## src/rtl/cache_mem_arbiter_if.sv

```systemverilog
// One cache-style memory request port: request fields flow master->slave, read beats and write done flow back.
// Instanced once per cache and once for the shared memory port.
interface cache_mem_arbiter_if #(
  parameter int BUS_WIDTH  = 32,
  parameter int DATA_WIDTH = 32
);
  logic [BUS_WIDTH-1:0]    addr;
  logic                    ce;
  logic                    we;
  logic [DATA_WIDTH-1:0]   wdata;
  logic [DATA_WIDTH/8-1:0] wmask;
  logic [DATA_WIDTH-1:0]   rdata;
  logic                    rdata_valid;
  logic                    write_respone;

  modport master (
    output addr, ce, we, wdata, wmask,
    input  rdata, rdata_valid, write_respone
  );

  modport slave (
    input  addr, ce, we, wdata, wmask,
    output rdata, rdata_valid, write_respone
  );
endinterface

```

## src/rtl/cache_mem_arbiter.sv

```systemverilog
// Purpose: merges ICache and DCache memory ports onto one bus, whole-transaction round-robin (ARB_DCACHE_PRIORITY_EN: DCache fixed priority).
// Latency: ce sampled at edge N drives m_ce in cycle N+1; request fields and responses pass combinationally while granted.
// Backpressure: a requester holds ce until its refill/write completes; the loser waits, grants are never preempted.
module cache_mem_arbiter #(
  parameter int BUS_WIDTH  = 32,
  parameter int DATA_WIDTH = 32,
  parameter int BURST_LEN  = 16
) (
  input  logic                 clk,
  input  logic                 reset,
  cache_mem_arbiter_if.slave   i_mem,
  cache_mem_arbiter_if.slave   d_mem,
  cache_mem_arbiter_if.master  m,
  output logic                 busy
);

  typedef enum logic [1:0] {
    IDLE    = 2'd0,
    GRANT_I = 2'd1,
    GRANT_D = 2'd2
  } state_t;

  localparam int CNT_W = (BURST_LEN > 1) ? $clog2(BURST_LEN) : 1;
  localparam logic [CNT_W-1:0] LAST_BEAT = CNT_W'(BURST_LEN - 1);

  state_t                  state;
  state_t                  state_nxt;
  logic [CNT_W-1:0]        beat_cnt;
  logic [CNT_W-1:0]        beat_cnt_nxt;
  logic                    prefer_d;

  logic [BUS_WIDTH-1:0]    addr_mux;
  logic                    we_mux;
  logic [DATA_WIDTH-1:0]   wdata_mux;
  logic [DATA_WIDTH/8-1:0] wmask_mux;
  logic                    grant_vld;
  logic                    rd_beat;
  logic                    wr_resp;

`ifdef ARB_DCACHE_PRIORITY_EN
  assign prefer_d = 1'b1;
`else
  // last_grant_d: 0 = ICache had the last grant, so DCache wins the next tie.
  logic last_grant_d;

  always_ff @(posedge clk) begin
    if (reset) begin
      last_grant_d <= 1'b0;
    end else if (state == IDLE && state_nxt != IDLE) begin
      last_grant_d <= (state_nxt == GRANT_D);
    end
  end

  assign prefer_d = ~last_grant_d;
`endif

  always_ff @(posedge clk) begin
    if (reset) begin
      state    <= IDLE;
      beat_cnt <= '0;
    end else begin
      state    <= state_nxt;
      beat_cnt <= beat_cnt_nxt;
    end
  end

  always_comb begin
    state_nxt    = state;
    beat_cnt_nxt = beat_cnt;
    case (state)
      IDLE: begin
        if (d_mem.ce && (!i_mem.ce || prefer_d)) begin
          state_nxt = GRANT_D;
        end else if (i_mem.ce) begin
          state_nxt = GRANT_I;
        end
      end
      GRANT_I, GRANT_D: begin
        // Only beats/responses matching the granted direction advance the transaction.
        if (rd_beat) begin
          if (beat_cnt == LAST_BEAT) begin
            beat_cnt_nxt = '0;
            state_nxt    = IDLE;
          end else begin
            beat_cnt_nxt = beat_cnt + 1'b1;
          end
        end else if (wr_resp) begin
          state_nxt = IDLE;
        end
      end
      default: state_nxt = IDLE;
    endcase
  end

  always_comb begin
    addr_mux  = '0;
    we_mux    = 1'b0;
    wdata_mux = '0;
    wmask_mux = '0;
    grant_vld = 1'b0;
    case (state)
      GRANT_I: begin
        addr_mux  = i_mem.addr;
        we_mux    = i_mem.we;
        wdata_mux = i_mem.wdata;
        wmask_mux = i_mem.wmask;
        grant_vld = 1'b1;
      end
      GRANT_D: begin
        addr_mux  = d_mem.addr;
        we_mux    = d_mem.we;
        wdata_mux = d_mem.wdata;
        wmask_mux = d_mem.wmask;
        grant_vld = 1'b1;
      end
      default: ;
    endcase
    rd_beat = grant_vld & ~we_mux & m.rdata_valid;
    wr_resp = grant_vld &  we_mux & m.write_respone;
  end

  assign m.addr  = addr_mux;
  assign m.ce    = grant_vld;
  assign m.we    = we_mux;
  assign m.wdata = wdata_mux;
  assign m.wmask = wmask_mux;
  assign busy    = grant_vld;

  assign i_mem.rdata         = m.rdata;
  assign d_mem.rdata         = m.rdata;
  assign i_mem.rdata_valid   = rd_beat & (state == GRANT_I);
  assign d_mem.rdata_valid   = rd_beat & (state == GRANT_D);
  assign i_mem.write_respone = wr_resp & (state == GRANT_I);
  assign d_mem.write_respone = wr_resp & (state == GRANT_D);

endmodule

```

## src/flat_wrapper.sv

```systemverilog
// flat-port wrapper written by rule: the top's interface ports become plain ports
module cache_mem_arbiter_flat 
#(
  parameter int BUS_WIDTH  = 32,
  parameter int DATA_WIDTH = 32,
  parameter int BURST_LEN  = 16
)
  (clk, reset, busy, i_mem_addr, i_mem_ce, i_mem_we, i_mem_wdata, i_mem_wmask, i_mem_rdata, i_mem_rdata_valid, i_mem_write_respone, d_mem_addr, d_mem_ce, d_mem_we, d_mem_wdata, d_mem_wmask, d_mem_rdata, d_mem_rdata_valid, d_mem_write_respone, m_addr, m_ce, m_we, m_wdata, m_wmask, m_rdata, m_rdata_valid, m_write_respone);
  cache_mem_arbiter_if #(.BUS_WIDTH(BUS_WIDTH), .DATA_WIDTH(DATA_WIDTH)) i_mem_i ();
  cache_mem_arbiter_if #(.BUS_WIDTH(BUS_WIDTH), .DATA_WIDTH(DATA_WIDTH)) d_mem_i ();
  cache_mem_arbiter_if #(.BUS_WIDTH(BUS_WIDTH), .DATA_WIDTH(DATA_WIDTH)) m_i ();
  input  logic clk;
  input  logic reset;
  output logic busy;
  input wire logic [$bits(i_mem_i.addr)-1:0] i_mem_addr;
  input wire logic [$bits(i_mem_i.ce)-1:0] i_mem_ce;
  input wire logic [$bits(i_mem_i.we)-1:0] i_mem_we;
  input wire logic [$bits(i_mem_i.wdata)-1:0] i_mem_wdata;
  input wire logic [$bits(i_mem_i.wmask)-1:0] i_mem_wmask;
  output wire logic [$bits(i_mem_i.rdata)-1:0] i_mem_rdata;
  output wire logic [$bits(i_mem_i.rdata_valid)-1:0] i_mem_rdata_valid;
  output wire logic [$bits(i_mem_i.write_respone)-1:0] i_mem_write_respone;
  input wire logic [$bits(d_mem_i.addr)-1:0] d_mem_addr;
  input wire logic [$bits(d_mem_i.ce)-1:0] d_mem_ce;
  input wire logic [$bits(d_mem_i.we)-1:0] d_mem_we;
  input wire logic [$bits(d_mem_i.wdata)-1:0] d_mem_wdata;
  input wire logic [$bits(d_mem_i.wmask)-1:0] d_mem_wmask;
  output wire logic [$bits(d_mem_i.rdata)-1:0] d_mem_rdata;
  output wire logic [$bits(d_mem_i.rdata_valid)-1:0] d_mem_rdata_valid;
  output wire logic [$bits(d_mem_i.write_respone)-1:0] d_mem_write_respone;
  output wire logic [$bits(m_i.addr)-1:0] m_addr;
  output wire logic [$bits(m_i.ce)-1:0] m_ce;
  output wire logic [$bits(m_i.we)-1:0] m_we;
  output wire logic [$bits(m_i.wdata)-1:0] m_wdata;
  output wire logic [$bits(m_i.wmask)-1:0] m_wmask;
  input wire logic [$bits(m_i.rdata)-1:0] m_rdata;
  input wire logic [$bits(m_i.rdata_valid)-1:0] m_rdata_valid;
  input wire logic [$bits(m_i.write_respone)-1:0] m_write_respone;
  assign i_mem_i.addr = i_mem_addr;
  assign i_mem_i.ce = i_mem_ce;
  assign i_mem_i.we = i_mem_we;
  assign i_mem_i.wdata = i_mem_wdata;
  assign i_mem_i.wmask = i_mem_wmask;
  assign i_mem_rdata = i_mem_i.rdata;
  assign i_mem_rdata_valid = i_mem_i.rdata_valid;
  assign i_mem_write_respone = i_mem_i.write_respone;
  assign d_mem_i.addr = d_mem_addr;
  assign d_mem_i.ce = d_mem_ce;
  assign d_mem_i.we = d_mem_we;
  assign d_mem_i.wdata = d_mem_wdata;
  assign d_mem_i.wmask = d_mem_wmask;
  assign d_mem_rdata = d_mem_i.rdata;
  assign d_mem_rdata_valid = d_mem_i.rdata_valid;
  assign d_mem_write_respone = d_mem_i.write_respone;
  assign m_addr = m_i.addr;
  assign m_ce = m_i.ce;
  assign m_we = m_i.we;
  assign m_wdata = m_i.wdata;
  assign m_wmask = m_i.wmask;
  assign m_i.rdata = m_rdata;
  assign m_i.rdata_valid = m_rdata_valid;
  assign m_i.write_respone = m_write_respone;
  cache_mem_arbiter #(.BUS_WIDTH(BUS_WIDTH), .DATA_WIDTH(DATA_WIDTH), .BURST_LEN(BURST_LEN)) u_core (.clk(clk), .reset(reset), .i_mem(i_mem_i), .d_mem(d_mem_i), .m(m_i), .busy(busy));
endmodule
```

## config.mk

```make
export PLATFORM = sky130hd
export DESIGN_NAME = cache_mem_arbiter_flat
export DESIGN_NICKNAME = d
export VERILOG_FILES = /design/src/rtl/cache_mem_arbiter_if.sv /design/src/rtl/cache_mem_arbiter.sv /design/src/flat_wrapper.sv
export SDC_FILE = /design/constraint.sdc
export NUM_CORES = 1
export LEC_CHECK = 0
export BUFFER_PORTS_ARGS = -buffer_cell sky130_fd_sc_hd__buf_4
export CORE_AREA = 3 3 120 122
export DETAILED_ROUTE_END_ITERATION = 10
export DIE_AREA = 0 0 123 125
export GPL_ROUTABILITY_DRIVEN = 0
export PLACE_DENSITY_LB_ADDON = 0.3
export REMOVE_ABC_BUFFERS = 1
export SYNTH_ARGS = -nofsm -noshare
export SYNTH_HDL_FRONTEND = slang
export SYNTH_SLANG_ARGS = --single-unit
```

## constraint.sdc

```tcl
create_clock -name clk -period 1.85 [get_ports clk]
set_input_delay 0.0925 -clock clk [delete_from_list [all_inputs] [get_ports clk]]
set_output_delay 0.0925 -clock clk [all_outputs]
set_load 0.005 [all_outputs]
```

* Word-level counts from Yosys, hierarchy flattened
Index checks and enable logic that the tools add are counted.
Widths: inputs -> output; s select.
** Cells by class
- Add/sub/neg operators :: 1
- $mul :: 0
- Div/mod/pow operators :: 0
- Order comparisons :: 0
- Equal/unequal tests :: 4
- Shift operators :: 0
- Muxes and demuxes :: 12
- Bitwise logic cells :: 10
- Reduce and logical (&&, ||, !) cells :: 8
** Operators by type and width (count)
- $pmux 32 s2 :: 2
- $mux 2 :: 5
- $and 1x1->1 :: 8
- $pmux 4 s2 :: 1
- $add 4x1->4 const B :: 1
- $eq 2x2->1 const B :: 2
- $eq 4x4->1 const B :: 1
- $mux 4 :: 1
- $pmux 2 s2 :: 1
- $eq 2x1->1 const B :: 1
- $logic_and 1x1->1 :: 2
- $logic_not 2->1 :: 1
- $not 1->1 :: 2
- $pmux 1 s2 :: 1
- $reduce_and 2->1 :: 1
- $reduce_bool 2->1 :: 1
- $reduce_or 2->1 :: 1
- $logic_not 1->1 :: 1
- $logic_or 1x1->1 :: 1
- $mux 1 :: 1
** Word-level totals
- Bits in registers :: 7
- Bits in latches :: 0
- Memory bits (writable) :: 0
- Bits in read-only memories :: 0
- Bits of input ports :: 176
- Output and inout port bits :: 139
- Word-level logic and storage cells :: 38
- Memories kept :: 0

* Depth between registers and ports, before layout
- Word-level depth :: 10
- Gate-level depth with buffers :: 9
- Gate-level depth less buffers :: 7

* Worst setup path before layout
OpenSTA, ideal clock, no wires.
- Path type :: register to register
- Start point :: register u_core.state[1]
- End point :: register u_core.beat_cnt[3]
- Setup time :: 70 ps
- Arrival :: 1778 ps
- Data required time :: 1780 ps
- Setup slack :: 2 ps
- Cell stages (with the launch flop) :: 9
- Buffers on the path :: 2
- Clock period less this slack :: 1848 ps
- Path through :: dfxtp_1 > inv_1 > ha_1 > clkbuf_1 > and3_1 > buf_4 > nand2_1 > or3_1 > a21oi_1
** On the way
- Longest elaborated chain between the ends :: 6
- Elaborated cells on any way between the ends :: 9
- Those cells by class :: 2 x eq/ne; 2 x mux; 3 x bitwise; 2 x reduce/logical
** Ends and longest elaborated chain
- start, declared :: RTL line cache_mem_arbiter.sv:26 : state_t state;
- start signal, assigned :: RTL line cache_mem_arbiter.sv:62 : state <= state_nxt;
- $eq 2x2->1 / $eq 2x1->1 (equally long branches) :: RTL line cache_mem_arbiter.sv:101 : case (state)
- $reduce_or 2->1 (no source line) *
- $mux 1 * :: RTL line cache_mem_arbiter.sv:101
- named net busy :: RTL line flat_wrapper.sv:14 : output logic busy;
- $and 1x1->1 * (2 in a row) :: RTL line cache_mem_arbiter.sv:118 : rd_beat = grant_vld & ~we_mux & m.rdata_valid;
- $reduce_and 2->1 (no source line) *
- end signal, assigned :: RTL line cache_mem_arbiter.sv:63 : beat_cnt <= beat_cnt_nxt;
- end, declared :: RTL line cache_mem_arbiter.sv:28 : logic [CNT_W-1:0] beat_cnt;
The timed path passes the listed nets; every way through them passes the cells marked *.
A chain may end at the register's enable or synchronous reset.

* Final worst setup path
- Start point :: register u_core.state[0]
- End point :: output m_addr[27]
** On the way
- Longest elaborated chain between the ends :: 2
- Elaborated cells on any way between the ends :: 3
- Those cells by class :: 2 x eq/ne; 1 x mux
** Ends and longest elaborated chain
- $eq 2x2->1 / $eq 2x1->1 (equally long branches) :: RTL line cache_mem_arbiter.sv:101
- $pmux 32 s2 * :: RTL line cache_mem_arbiter.sv:101
- end, declared :: RTL line flat_wrapper.sv:31 : output wire logic [$bits(m_i.addr)-1:0] m_addr;
Mark *: on every way between the ends. The rest lies on a longest branch, timed or not.

==> impl_results.md <==
- Run status: complete, no violations
- Clock sink count: 7
- Number of synthesized flops with an enable pin: 0
- Critical Path Start Type: flip-flop
- Synthesized area per cell: 7.143 µm²
- Number of buffers between clock root and the deepest sink: 2
- CTS Root Buffer Type: clkbuf_16
- CTS H-tree depth: 1
- Count of final hold-check violations: 0
- Share of total power in sequential cells: ~9%
- Count of buffers from port buffering: 218
- Width of the chip: around 120 µm
- Floorplan die area: 0.01538 mm²
- Via count of the first global-routing pass: approximately 2500
- Sequential area share after synthesis: around 7%
- Worst rel slew slack: 78.42%
- Ratio of cells with drive above 1 in the final layout: 56.22%
- Antenna violations before repair: 0
- Worst supply voltage drop on vdd: 0.5513 mV
- Cell depth of the worst min-delay path: 2
- I/O pin count: 315
- Number of placed cells counting well taps: 590
- Starting Density: 14.94%
- WP data required: 1.76 ns
- Hold endpoint: u_core.beat_cnt[3]
- Final Critical Period: 1.750 ns
- Worst hold-check path type: in2reg
- Area added between synthesis and finish: 72.84%
- Reg2Reg Launch Point: u_core.state[0]
- Final clock period utilization by the worst path: 94.60%
- Slew of the pin with the lowest slew margin: around 0.32 ns
- Net load switching power: 832.0 µW
- Via-to-Cell Ratio: 4.380
- Netlist cell types: 29
- Post-layout total power: approximately 2200 µW
- Switching Fraction: 37.77%
- Die height: approximately 130 µm
- Power per cell area: 641.7 mW/mm²
- Global-route wire length before repair: roughly 16000 µm
- Total number of nets in the final design: 600
- Max Freq: 571.4 MHz
- Number of vias in the routed layout: around 2600
- DRC violations left: 0
- Antenna Nets Post-Route: 0
- Site row count: 42
- Clock network latency to the later pin of the worst-skew pair: around 0.23 ns
- Diodes inserted: 0
- Clock-pin slew reported for the worst setup and hold paths after clock tree synthesis: approximately 0.040 ns
- FFs w/ async S/R, synth: 0%
- Minimum setup slack after placement: 0.1578 ns
- Total wire length after detailed routing: 12550 µm
- Register bit count reported by yosys: 7
- Overall routing resource usage: 14.52%
- Post-route standard cell area excluding fillers: 0.003432 mm²
- Overall overflow remaining after global route: 0
- Maximum number of pins on one net before global-route repair: 40
- Cts hold-fix bufs: 0
- Synth warn: 0
- Part of the total power dissipated in the clock network: 16.7%
- Number of iterations in the first detailed-routing pass: 4
- Half-perimeter wire length after placement: 10660 µm
- Number of standard cells in the layout, taps in and fillers out: 594
- Number of max-slew violations in the final report: 0
- Dominant register cell in the synthesized netlist: dfxtp_1
- Wire per inst: around 21 µm
- Number of max-cap violations: 0
- Crit path DAT: approximately 1.7 ns
- Fin Clk Skew: 0.003049 ns
- Synthesized netlist cell count: 278
- Kind of capture point of the worst setup path: output port
- Aggregate negative setup slack: 0 ns
- Classification of the worst setup path: reg2out
- Path depth of the worst reg2reg path: 6
- Worst reg2reg setup slack: 0.19 ns
- P_leak: 0.001554 µW
- Initial DRC Count: between 100 and 150
- CTS Buf Count: 3
- Area of the placeable core: 0.01330 mm²
- Relative contribution of combinational cells to total power: 74.4%
- Met2 usage: roughly 24%
- Filler Cell Count: between 1000 and 1500
- Internal cell power: about 1400 µW
- Clock tree from TritonCTS: yes
- Syn Std Cell Area: 0.001986 mm²
- Min-delay src: reset
- Placement-stage cell area: 0.003328 mm²
- Crit path setup slack, layout: 0.09983 ns
- Layer with the highest usage: met2
- Met3 demand-to-capacity share in global routing: roughly 9.8%
- Critical R2R Capture: u_core.beat_cnt[3]
- Final setup violation count: 0
- Met1 Resource Use GR: between 15 and 20%
- Worst-path maximum fanout: 34
- RSZ-0062 raised after global routing: yes
==> state kept, by name (all words and copies together), names as in the netlist <==
register             flops
u_core.state             2
u_core.beat_cnt          4
u_core.last_grant_d      1
==> metrics by stage <==
step                      util, %  hold WS (ns)
final                       25.81       0.07910
after global routing        25.81       0.09166
after CTS                   25.65       0.08211
after detailed placement    25.03        0.1851
after global placement      25.03        0.1851
after floorplan                 -        0.1616
==> kinds of logic (layout without fill, tap and decap cells) <==
group	count (synthesis)	after routing	synth area share, %
AOI/OAI and AO/OA	77	77	29.49
buffers and inverters	93	233	30.50
DFF	7	7	7.057
and+or+nand+nor	93	93	28.36
xor gates and xnor gates	1	1	0.4412
adders and majority gates	5	5	3.151
muxes	2	2	1.008
==> power groups by stage <==
stage / registers [µW] / clock network [µW] / logic, µW
after floorplan: 192 / 0 / 803
after global placement: 194 / 0 / 1590
after detailed placement: 196 / 0 / 1630
after CTS: 194 / 375 / 1640
after global routing: 198 / 388 / 1790
final: 195 / 368 / 1640
==> synthesized netlist by cell type (all sizes together), types with 2 or more instances <==
library cell	n	area share [%]
clkbuf	17	3.2
o21ai	2	0.50
a22oi	69	27
and2	4	1.3
buf	73	27
nor2	5	0.95
nor3	2	0.50
nor3b	2	0.76
nand2b	2	0.63
nor2b	68	21
and3	4	1.3
inv	3	0.57
a21oi	2	0.50
dfxtp	7	7.1
mux2i	2	1.0
nand2	3	0.57
ha	5	3.2
==> routing by layer <==
layer / vias to the layer above / routed length (µm)
met5: - / 80
li1: 1189 / -
met4: 2 / 53
met1: 1205 / 4313
met3: 8 / 2190
met2: 198 / 5909
==> layout make-up <==
cell class	instances	area, µm²	share of cell area [%]
repair buffers	226	1728	50.35
multi-input cells	178	1252	36.49
well taps	176	220.2	6.416
flip-flops and latches	7	141.4	4.120
clock buffers	4	78.83	2.297
inverters	3	11.26	0.3281
==> worst max-delay path, cell delays in order, from the launching register on <==
cell     delay, ns
dfxtp_1       0.36
inv_1         0.10
ha_2          0.40
buf_6         0.24
nor2b_1       0.19
buf_4         0.13
==> cells in the final DEF (no fill, tap or decap), types with 3 or more instances in the layout <==
master     count
buf_4        220
nor2b_1       68
a22oi_1       67
dfxtp_1        6
nor2_1         5
buf_6          5
and3_1         4
and2_1         4
inv_1          3
nand2_1        3
ha_2           3
clkbuf_16      3
==> worst max-delay path by stage <==
stage	from	end	slack [ns]
global placement	u_core.state[1]	u_core.beat_cnt[3]	0.18
CTS	u_core.state[0]	m_wdata[22]	0.003
global route	u_core.state[0]	m_addr[26]	-0.02
detailed placement	u_core.state[1]	u_core.beat_cnt[3]	0.16
finish	u_core.state[0]	m_addr[27]	0.1
floorplan	u_core.state[1]	u_core.last_grant_d	-0.85
==> what timing repair did <==
item,4_1_cts,5_1_grt
buffers inserted,0,0
resized for setup,1,6
endpoints found under the setup margin,5,62
Note: power is estimated with default switching activity, not from simulation.
